==> config.mk <==
export PLATFORM = sky130hd
export DESIGN_NAME = fetch_sequencer
export DESIGN_NICKNAME = d
export VERILOG_FILES = /design/src/rtl/cpu_pkg.sv /design/src/rtl/fetch_sequencer_pc_next.sv /design/src/rtl/fetch_sequencer.sv
export SDC_FILE = /design/constraint.sdc
export NUM_CORES = 1
export LEC_CHECK = 0
export ABC_AREA = 1
export CORE_MARGIN = 4
export CORE_UTILIZATION = 47
export CTS_CLUSTER_SIZE = 20
export DETAILED_ROUTE_END_ITERATION = 7
export PLACE_DENSITY_LB_ADDON = 0.2
export REMOVE_ABC_BUFFERS = 1
export SLEW_MARGIN = 20
export SYNTH_ARGS = -nofsm -noshare
export SYNTH_HDL_FRONTEND = slang
export SYNTH_SLANG_ARGS = --single-unit
==> constraint.sdc <==
create_clock -name clk -period 2.65 [get_ports clk]
set_input_delay 0.265 -clock clk [delete_from_list [all_inputs] [get_ports clk]]
set_output_delay 0.265 -clock clk [all_outputs]
set_load 0.05 [all_outputs]
==> src/rtl/cpu_pkg.sv <==
// Shared definitions for the 16-bit CPU: sequencer state codes, opcode and
// instruction-field constants, and the default halt encoding.
package cpu_pkg;

   localparam int unsigned INSTR_W = 16;
   localparam int unsigned STATE_W = 2;

   localparam logic [STATE_W-1:0] ST_IDLE  = 2'd0;
   localparam logic [STATE_W-1:0] ST_FETCH = 2'd1;
   localparam logic [STATE_W-1:0] ST_EXEC  = 2'd2;
   localparam logic [STATE_W-1:0] ST_HALT  = 2'd3;

   localparam logic [3:0]         OP_BEQ            = 4'b1110;
   localparam logic [INSTR_W-1:0] HALT_WORD_DEFAULT = 16'hFFFF;

   localparam int unsigned OPCODE_MSB = 15;
   localparam int unsigned OPCODE_LSB = 12;
   localparam int unsigned IMM_MSB    = 5;
   localparam int unsigned IMM_LSB    = 0;
   localparam int unsigned IMM_W      = IMM_MSB - IMM_LSB + 1;

endpackage

==> src/rtl/fetch_sequencer_pc_next.sv <==
// Next-PC adder: pc + 1, plus the sign-extended 6-bit immediate when a branch
// is taken. Arithmetic wraps modulo 2^PC_W.
module pc_next
   import cpu_pkg::*;
#(
   parameter int unsigned PC_W = 8
) (
   input  logic [PC_W-1:0]  pc,
   input  logic [IMM_W-1:0] imm,
   input  logic             take,
   output logic [PC_W-1:0]  next_pc
);

   logic [PC_W-1:0] offset;

   always_comb begin
      offset  = take ? PC_W'($signed(imm)) : '0;
      next_pc = pc + PC_W'(1) + offset;
   end

endmodule

==> src/rtl/fetch_sequencer.sv <==
// Instruction fetch / PC sequencer: owns the PC, fetches over a req/ack
// handshake, presents one instruction per EXEC cycle and gates register writes.
module fetch_sequencer
   import cpu_pkg::*;
#(
   parameter int unsigned         PC_W      = 8,
   parameter logic [PC_W-1:0]     RESET_PC  = '0,
   parameter logic [INSTR_W-1:0]  HALT_WORD = HALT_WORD_DEFAULT
) (
   input  logic               clk,
   input  logic               rst,
   input  logic               start,
   output logic               imem_req,
   output logic [PC_W-1:0]    imem_addr,
   input  logic               imem_ack,
   input  logic [INSTR_W-1:0] imem_rdata,
   output logic [INSTR_W-1:0] instr,
   output logic               instr_valid,
   input  logic               branch,
   input  logic               alu_zero,
   input  logic               reg_write_in,
   output logic               reg_write_en,
   output logic [PC_W-1:0]    pc,
   output logic [15:0]        retired,
   output logic               busy,
   output logic               halted
);

   localparam int unsigned     RET_W   = 16;
   localparam logic [RET_W-1:0] RET_MAX = '1;

   logic [STATE_W-1:0] state_q, state_d;
   logic [PC_W-1:0]    pc_q, pc_d;
   logic [INSTR_W-1:0] instr_q, instr_d;
   logic [RET_W-1:0]   retired_q, retired_d;

   logic               is_halt;
   logic               take_branch;
   logic [PC_W-1:0]    pc_adv;

   assign is_halt     = (instr_q == HALT_WORD);
   assign take_branch = (state_q == ST_EXEC) && branch && alu_zero;

   pc_next #(.PC_W(PC_W)) u_pc_next (
      .pc      (pc_q),
      .imm     (instr_q[IMM_MSB:IMM_LSB]),
      .take    (take_branch),
      .next_pc (pc_adv)
   );

   // Next-state and datapath register updates
   always_comb begin
      state_d   = state_q;
      pc_d      = pc_q;
      instr_d   = instr_q;
      retired_d = retired_q;
      case (state_q)
         ST_IDLE: begin
            if (start) state_d = ST_FETCH;
         end
         ST_FETCH: begin
            if (imem_ack) begin
               instr_d = imem_rdata;
               state_d = ST_EXEC;
            end
         end
         ST_EXEC: begin
            if (is_halt) begin
               state_d = ST_HALT;
            end else begin
               pc_d    = pc_adv;
               state_d = ST_FETCH;
               if (retired_q != RET_MAX) retired_d = retired_q + RET_W'(1);
            end
         end
         ST_HALT: begin
            // Resume skips past the halt word; take_branch is low here.
            if (start) begin
               pc_d    = pc_adv;
               state_d = ST_FETCH;
            end
         end
         default: state_d = ST_IDLE;
      endcase
   end

   always_ff @(posedge clk) begin
      if (rst) begin
         state_q   <= ST_IDLE;
         pc_q      <= RESET_PC;
         instr_q   <= '0;
         retired_q <= '0;
      end else begin
         state_q   <= state_d;
         pc_q      <= pc_d;
         instr_q   <= instr_d;
         retired_q <= retired_d;
      end
   end

   // Control outputs decode directly from the state register
   always_comb begin
      imem_req     = (state_q == ST_FETCH);
      instr_valid  = (state_q == ST_EXEC);
      busy         = (state_q == ST_FETCH) || (state_q == ST_EXEC);
      halted       = (state_q == ST_HALT);
      reg_write_en = (state_q == ST_EXEC) && reg_write_in && !is_halt;
      imem_addr    = pc_q;
      pc           = pc_q;
      instr        = instr_q;
      retired      = retired_q;
   end

endmodule

==> results.toml, run 1 <==
[worst_setup_path]
slowest_stage = "clkdlybuf4s50_1"
cp.required_ns = 2.38
r2r_setup_slack_ns = 0.36
reg2reg_to = "imem_addr[6]$_SDFFE_PP0P_"
critPathBufInv = 3
critical-path-max-stage-delay_ns = 0.81
r2r_cells = 13
path_cells = "inv_1, ha_1, buf_4, nand2_1, nor2_1, clkdlybuf4s50_1"
crit_fanout = 8
worstSetupPathType = "flop to primary output"
cp-start-kind = "flop"
crit_family = "buffers and inverters"
rr_startpoint = "state_q[0]$_SDFFE_PP0P_"
crit_path_end_kind = "primary output"
arrival_ns = 2.04

[timing]
rsz0062_at_grt = "no"
fmax_mhz = 434
min_period_ns = 2.30
slew_headroom_pct = 56.3
tightest_slew_ns = 0.655
fin_tns_setup_ns = 0
hold_ws_ns = 0.507
clock_skew_ns = 0.00515
setup_viol = 0
drv_slew = 0
min_period_over_period_pct = 86.9
finalHoldViolCount = 0

[synth]
ys_warn_count = 0
netlist_instances = 350
synthTopCellsByArea = "dfxtp_1 34%, nand2_1 13%, nor2_1 8.1%, inv_1 4.7%, ha_1 4.6%"
syn_avg_cell_area_um2 = 7.01
synth_top_area_share_pct = 34.3
netlist.top_cell.by_area = "dfxtp_1"
synth_area_um2 = 2450
synth_seq_cells = 42
synth_seq_area_share_pct = 34.3
ys_types = 31

[power_and_ir_drop]
leakage_nw = 1.27
switching_share_pct = 48.3
p_switching_mw = 1.32
internal-power_mw = 1.41
p_seq_share_pct = 30.7
cellPowerDensity_nw_per_um2 = 833
clkPwrFrac_pct = 15.8
p_comb_share_pct = 53.5
irDropWorstVdd_uv = 390

[global_route]
grt_pass1_wl_um = 10100
antenna_found_initial = 0
grt-ovfl-total = 0
track_usage_pct = 19.6
grt_pass1_vias = 2260
grt_start_max_net_pins = 22

[floorplanning]
core_um2 = 5070
initial_utilization_pct = 48.3
rows = 26
die_height_um = 80.2
die_x_um = 80.2
io_pins = 76
fp.dieArea_um2 = 6440

[place]
gp_congestion = 0.954
dp_cells = 479
dp_hpwl_um = 4560
portBuffers = 75

[clocking]
postCtsHoldBufs = 0
ctsHtreeMaxLevel = 2
cts_num_sinks = 42
cts_tree = "yes"
root_buffer = "clkbuf_8"
clockBufferDepth = 2
post_cts_resized = 0
clk_latency_ns = 0.29
postCtsSetupBuffers = 0
numCtsBuffers = 5
clkTransAtPathRegs_ns = 0.08

[worst_hold_path]
hp-class = "flop to flop"
min-delay-start = "instr[6]$_SDFFE_PP0P_"
holdPathStages = 2
hold_path_end = "instr[6]$_SDFFE_PP0P_"

[final_layout]
layout-drive-gt1-share_pct = 8.87
final_nets = 449
most-common-layout-cells = "84 x nand2_1, 75 x clkdlybuf4s50_1, 53 x nor2_1"
area_delta_synth_final_pct = 33.6
antennaDiodeCount = 0
fin_cells = 487
mostFrequentLayoutCell = "nand2_1"

[routing]
wl_per_cell_um = 12.4
drt_iter0_drc = 101
vias = 2393
drcViolationCount = 0
vias_per_cell = 4.91
dr.pass1.iters = 4
ant_nets = 0
routed_wl_um = 6020

[run]
drv_cap = 0

[status]
status = "completed"
==> how the worst max path moves through the flow <==
stage               cells after the start                   endpoint               startpoint
detailed placement                     12  imem_addr[6]$_SDFFE_PP0P_                 alu_zero
CTS                                     6               reg_write_en  state_q[0]$_SDFFE_PP0P_
global route                           13  imem_addr[6]$_SDFFE_PP0P_  state_q[0]$_SDFFE_PP0P_
finish                                  6               reg_write_en  state_q[0]$_SDFFE_PP0P_
floorplan                              13  imem_addr[6]$_SDFFE_PP0P_  state_q[0]$_SDFFE_PP0P_
global placement                       12  imem_addr[6]$_SDFFE_PP0P_                   branch
==> metrics by stage <==
stage	area (um^2)	setup WS, ns	power, mW	util [%]
6_report	3280	0.346	2.73	64.5
5_1_grt	3280	0.148	2.90	64.5
4_1_cts	3280	0.317	2.75	64.5
3_5_place_dp	3180	0.208	2.32	62.7
3_3_place_gp	3180	0.261	2.30	62.7
2_1_floorplan	2330	0.0569	1.83	-
==> sequential cells by signal, summed over array words and instances (netlist names) <==
name       flops
retired       16
instr         16
imem_addr      8
state_q        2
==> metal layers <==
metal / routed length, um / vias up / track usage (%)
met2: 3050 / 56 / 33.5
met5: 0 / - / 0
met3: 260 / 9 / 4.26
met1: 2640 / 1096 / 24.4
li1: - / 1232 / -
met4: 72 / 0 / 5.91
==> kinds of logic (layout without fill, tap and decap cells) <==
logic type / count (synthesis) / count (layout) / synth area share (%)
fa+ha+maj: 10 / 10 / 5.41
compound gates: 57 / 57 / 13.5
simple gates: 174 / 174 / 30.8
xor+xnor: 17 / 17 / 6.07
flops: 42 / 42 / 34.3
buf+inv: 50 / 117 / 10.0
==> synthesized netlist by cell type, drive strengths merged <==
cell     n
fa       1
dfxtp   42
nand4    5
nand3   16
a31oi    1
a21oi   32
buf     12
or2      1
nand3b   1
xor2    10
ha       9
inv     32
nand2   90
o21ai   23
nor3     3
a21boi   1
nor2    58
clkbuf   6
xnor2    7
==> power by group through the flow <==
stage / Sequential [mW] / Clock [mW] / Combinational (mW)
after floorplan: 1.27 / 0 / 0.562
after global placement: 0.848 / 0 / 1.45
after detailed placement: 0.853 / 0 / 1.47
after CTS: 0.838 / 0.444 / 1.47
after global routing: 0.854 / 0.472 / 1.57
final: 0.838 / 0.432 / 1.46
==> tightest hold or removal path: stages (launching register included) <==
cell     delay [ns]
dfxtp_1        0.33
nor2_1         0.10
nor2_1         0.05
==> cell type report <==
type | instances | area [um^2]
multi-input cells | 258 | 1370
clock inverters | 2 | 12.5
clock buffers | 6 | 82.6
inverters | 32 | 120
well taps | 70 | 87.6
fillers | 480 | 1800
repair buffers | 77 | 766
flip-flops and latches | 42 | 841
No activity file was read; power rests on OpenSTA's default activity.
==> inputs of run 2 (changes only) <==
--- a/config.mk
+++ b/config.mk
@@ -6,7 +6,7 @@
 export NUM_CORES = 1
 export LEC_CHECK = 0
 export ABC_AREA = 1
-export CORE_MARGIN = 4
+export CORE_MARGIN = 1
 export CORE_UTILIZATION = 47
 export CTS_CLUSTER_SIZE = 20
 export DETAILED_ROUTE_END_ITERATION = 7
==> run 2 against run 1 <==
Clock-buffer cell count is 1 lower. Flip-flop and latch count did not move. Clock power shrank 2%. Worst setup slack got worse by 0.011 ns. Routed wire length down 1.5%. Sequential share of layout area about the same. Non-clock buffer count up 1. Total power barely moved. Core utilization up 2.6 points. Combinational power about the same.
==> results.toml, run 2 (synthesis results as in run 1) <==
[final_layout]
mostFrequentLayoutCell = "nand2_1"
area_delta_synth_final_pct = 33.5
most-common-layout-cells = "84 x nand2_1, 75 x clkdlybuf4s50_1, 53 x nor2_1"
fin_area_um2 = 3270
fillers = 459
final_nets = 450
antennaDiodeCount = 0
seq_area_um2 = 841
layout-drive-gt1-share_pct = 9.09
multi_input_area_um2 = 1370

[place]
gp_congestion = 0.966
dp_hpwl_um = 4440
portBuffers = 75
place_area_um2 = 3180

[routing]
drcViolationCount = 0
vias = 2415
dr.pass1.iters = 4
ant_nets = 0
drt_iter0_drc = 103
routed_wl_um = 5930
vias_per_cell = 4.98
wl_per_cell_um = 12.2

[global_route]
grt_pass1_wl_um = 9580
grt-ovfl-total = 0
grt_pass1_vias = 2133
grt_start_max_net_pins = 22
track_usage_pct = 22.3
antenna_found_initial = 0

[worst_setup_path]
cp-start-kind = "flop"
crit_fanout = 4
rr_startpoint = "state_q[0]$_SDFFE_PP0P_"
r2r_setup_slack_ns = 0.34
crit_start = "state_q[0]$_SDFFE_PP0P_"
arrival_ns = 2.51
reg2reg_to = "imem_addr[6]$_SDFFE_PP0P_"
crit_path_end_kind = "flop"
r2r_cells = 13
crit_end = "imem_addr[6]$_SDFFE_PP0P_"
worstSetupPathType = "flop to flop"
cp.required_ns = 2.84

[clocking]
root_buffer = "clkbuf_8"
post_cts_resized = 0
postCtsSetupBuffers = 0
ctsHtreeMaxLevel = 2
cts_num_sinks = 42
clkTransAtPathRegs_ns = 0.09
numCtsBuffers = 5
cts_tree = "yes"
clockBufferDepth = 2
postCtsHoldBufs = 0
clk_latency_ns = 0.30

[floorplanning]
die_x_um = 74.2
core_um2 = 4880
die_height_um = 74.2
initial_utilization_pct = 50.3
fp.dieArea_um2 = 5510
rows = 25
io_pins = 76

[power_and_ir_drop]
irDropWorstVdd_uv = 499
cellPowerDensity_nw_per_um2 = 834
leakage_nw = 1.27

[timing]
min_period_ns = 2.31
fmax_mhz = 432
finalHoldViolCount = 0
fin_tns_setup_ns = 0
rsz0062_at_grt = "no"
drv_slew = 0
min_period_over_period_pct = 87.3
tightest_slew_ns = 0.588
setup_viol = 0
clock_skew_ns = 0.00719
slew_headroom_pct = 60.8

[status]
status = "completed"

[worst_hold_path]
hp-class = "flop to flop"

[run]
drv_cap = 0
run 2: cell types whose count changed in the layout (fill, tap and decap cells not counted), sizes merged:
cell	delta
buf	+1
clkbuf	-1
clkinv	+1
run 2: cell type report:
type,instances,share of cell area (%)
repair buffers,78,23.6
clock buffers,5,2.10
multi-input cells,258,41.7
inverters,32,3.67
flip-flops and latches,42,25.7
well taps,67,2.56
clock inverters,3,0.650
run 2: routing by layer:
layer	routed length, um	vias to the layer above	global-route usage (%)
li1	-	1235	-
met1	2610	1113	28.1
met2	3010	61	39.4
met3	252	6	3.39
met4	55	0	6.71
met5	0	-	0
run 2: power breakdown:
| group | internal (mW) | switching (mW) |
|---|---|---|
| logic | 0.470 | 0.997 |
| clock network | 0.185 | 0.238 |
| registers | 0.737 | 0.104 |
run 2: per-stage QoR:
stage	setup WS [ns]	hold WS [ns]	util [%]	std cells	power, mW
2_1_floorplan	0.0569	0.327	-	332	1.83
3_3_place_gp	0.268	0.491	65.3	477	2.30
3_5_place_dp	0.170	0.495	65.3	477	2.32
4_1_cts	0.344	0.507	67.1	485	2.74
5_1_grt	0.101	0.540	67.1	485	2.89
6_report	0.336	0.510	67.1	485	2.73
run 2: how the worst min path moves through the flow:
stage,depth (start not counted),endpoint,from
2_1_floorplan,1,retired[10]$_SDFFE_PP0P_,rst
3_3_place_gp,2,instr[15]$_SDFFE_PP0P_,instr[15]$_SDFFE_PP0P_
3_5_place_dp,2,instr[13]$_SDFFE_PP0P_,instr[13]$_SDFFE_PP0P_
4_1_cts,2,instr[13]$_SDFFE_PP0P_,instr[13]$_SDFFE_PP0P_
5_1_grt,2,retired[15]$_SDFFE_PP0P_,retired[15]$_SDFFE_PP0P_
6_report,2,instr[13]$_SDFFE_PP0P_,instr[13]$_SDFFE_PP0P_
run 2: worst max-delay path: stages, from the launching register on:
cell and delay, ns:
dfxtp_1 0.35, inv_1 0.07, ha_1 0.17, nand2_1 0.06, nor2_1 0.21, nand2_1 0.09, ha_1 0.22, fa_1 0.41
o21ai_0 0.21, nand2_1 0.10, nand2_1 0.10, a21oi_1 0.07, nor2_1 0.12, nor2_1 0.04
==> inputs of run 3 (changes only) <==
--- a/config.mk
+++ b/config.mk
@@ -7,7 +7,7 @@
 export LEC_CHECK = 0
 export ABC_AREA = 1
 export CORE_MARGIN = 1
-export CORE_UTILIZATION = 47
+export CORE_UTILIZATION = 48
 export CTS_CLUSTER_SIZE = 20
 export DETAILED_ROUTE_END_ITERATION = 7
 export PLACE_DENSITY_LB_ADDON = 0.2
@@ -15,4 +15,5 @@
 export SLEW_MARGIN = 20
 export SYNTH_ARGS = -nofsm -noshare
 export SYNTH_HDL_FRONTEND = slang
+export SYNTH_HIERARCHICAL = 1
 export SYNTH_SLANG_ARGS = --single-unit
==> run 3 against run 2 <==
Total power is 24% higher. Cell area is 6.0% higher. Register-to-register slack worse by 0.07 ns. First-iteration DRC count is 48% higher. Critical path depth is 7 lower. Global-route usage is 0.59 points higher. Synthesized area is 6.5% higher. Die area is 4.2% higher. Via count is 3.1% higher. Fmax is 3.2% lower. Worst setup slack worse by 0.076 ns. Critical path type is now flop to primary output. Largest cell class unchanged.
==> results.toml, run 3 <==
[synth]
synth_common_cells = "80 x nand2_1, 64 x nor2_1, 42 x dfxtp_1, 40 x inv_1, 24 x nand3_1"
yosysMostFrequentCell = "nand2_1"
ys_types = 33
synth_seq_area_share_pct = 32.2
netlist_instances = 378
synth_seq_cells = 42
ys_warn_count = 6
synth_area_um2 = 2610
synth.area.mux_share_pct = 0
synth_top_family_by_area = "simple AND/OR/NAND/NOR gates"
synthXorXnorAreaFrac_pct = 5.03
synth_edf_count = 0
synth_fa_ha_area_share_pct = 5.56
synthTopCellsByArea = "dfxtp_1 32%, nand2_1 11%, nor2_1 9.2%, inv_1 5.7%, ha_1 4.8%"
synth-compound-area-share_pct = 10.5
synthSimpleGateAreaFrac_pct = 36.2
synth_top_area_share_pct = 32.2
postSynth.asyncResetShare_pct = 0
netlist.top_cell.by_area = "dfxtp_1"
synthFlopType = "dfxtp_1"
syn_avg_cell_area_um2 = 6.91

[routing]
drcViolationCount = 0
wl_met2_um = 2680
drt_iter0_drc = 152
vias = 2489
routed_wl_um = 6050
ant_nets = 0
dr.pass1.iters = 4
drt-met1-wl_um = 2980
wl_per_cell_um = 11.7
wl_met3_um = 288
highest_layer = "met4"
vias_per_cell = 4.82

[power_and_ir_drop]
irDropWorstVdd_uv = 708
cellPowerDensity_nw_per_um2 = 979
leakage_nw = 1.38

[clocking]
numCtsBuffers = 5
clk_latency_ns = 0.30
clkTransAtPathRegs_ns = 0.08
postCtsHoldBufs = 0
postCtsSetupBuffers = 0
cts_tree = "yes"
cts_num_sinks = 42
ctsHtreeMaxLevel = 2
root_buffer = "clkbuf_8"
clockBufferDepth = 2

[global_route]
grt-ovfl-total = 0
grt_pass1_vias = 2163
track_usage_pct = 22.9
antenna_found_initial = 0
grt_pass1_wl_um = 9900
grt_start_max_net_pins = 27

[timing]
tightest_slew_ns = 0.773
setup_viol = 0
clock_skew_ns = 0.00635
drv_slew = 0
min_period_ns = 2.39
rsz0062_at_grt = "no"
min_period_over_period_pct = 90.2
slew_headroom_pct = 48.4
finalHoldViolCount = 0
fmax_mhz = 418

[worst_setup_path]
cp.required_ns = 2.38
crit_path_end_kind = "primary output"
cp-start-kind = "flop"
crit_fanout = 5
rr_startpoint = "state_q[0]$_SDFFE_PP0P_"
worstSetupPathType = "flop to primary output"
crit_start = "state_q[0]$_SDFFE_PP0P_"
arrival_ns = 2.13

[final_layout]
final_nets = 479
antennaDiodeCount = 0
fin_cells = 516
most-common-layout-cells = "80 x nand2_1, 75 x clkdlybuf4s50_1, 63 x nor2_1"
area_delta_synth_final_pct = 32.9
layout-drive-gt1-share_pct = 11.0
mostFrequentLayoutCell = "nand2_1"
utilization_pct = 67.1

[floorplanning]
initial_utilization_pct = 50.5
rows = 26
core_um2 = 5170
io_pins = 76
fp.dieArea_um2 = 5740
die_height_um = 75.8
die_x_um = 75.8

[place]
gp_congestion = 0.821
dp_hpwl_um = 4450
portBuffers = 75
dp_cells = 508

[status]
status = "completed"

[run]
drv_cap = 0

[worst_hold_path]
hp-class = "flop to flop"
min-delay-start = "instr[12]$_SDFFE_PP0P_"
-- run 3: final timing paths --
path / depth (start not counted) / slack (ns) / to
max reg2reg: 17 / 0.27 / imem_addr[5]$_SDFFE_PP0P_
max: 6 / 0.26 / reg_write_en
min: 2 / 0.51 / instr[12]$_SDFFE_PP0P_
min reg2reg: 2 / 0.51 / instr[12]$_SDFFE_PP0P_
-- run 3: timing repair --
item / in CTS / in global routing
hold endpoints to repair: 0 / 0
endpoints found under the setup margin: 0 / 3
resized for setup: 0 / 4
-- run 3: final cells by class --
| type | count | area (um^2) |
|---|---|---|
| tap | 70 | 87.6 |
| clock inverter | 3 | 45.0 |
| timing repair buffer | 78 | 773 |
| inverter | 41 | 154 |
| sequential | 42 | 845 |
| multi-input combinational | 277 | 1500 |
| clock buffer | 5 | 68.8 |
| fill | 438 | 1700 |
-- run 3: logic make-up (layout without fill, tap and decap cells) --
group	after synthesis	after routing
AO/OA/AOI/OAI	48	48
AND/OR/NAND/NOR	203	203
XOR/XNOR	15	15
buffers and inverters	59	127
adder cells (fa/ha/maj)	11	11
flip-flops	42	42
-- run 3: per-layer routing --
metal	vias to the layer above	global-route usage, %
li1	1319	-
met1	1104	31.1
met2	58	35.6
met3	8	5.29
met4	0	8.02
met5	-	0
-- run 3: power breakdown --
part	switching [mW]	leakage (nW)	internal (mW)
sequential	0.157	0.343	0.775
combinational	1.31	0.990	0.638
clock	0.237	0.0504	0.280
-- run 3: per-stage QoR --
step	instance area, um^2	power, mW	setup slack (ns)	setup TNS (ns)	hold slack (ns)
detailed placement	3350	2.89	0.0802	0	0.497
global route	3470	3.62	0.00921	0	0.531
floorplan	2490	2.28	-0.214	-0.300	0.327
CTS	3460	3.42	0.151	0	0.515
global placement	3350	2.86	0.147	0	0.493
finish	3470	3.40	0.259	0	0.512
-- run 3: worst max-delay path, cell delays in order (launching register included) --
cell and delay, ns:
dfxtp_4 0.37, inv_1 0.05, ha_1 0.19, buf_4 0.16
nand2_1 0.05, nor2_1 0.18, clkdlybuf4s50_1 0.83
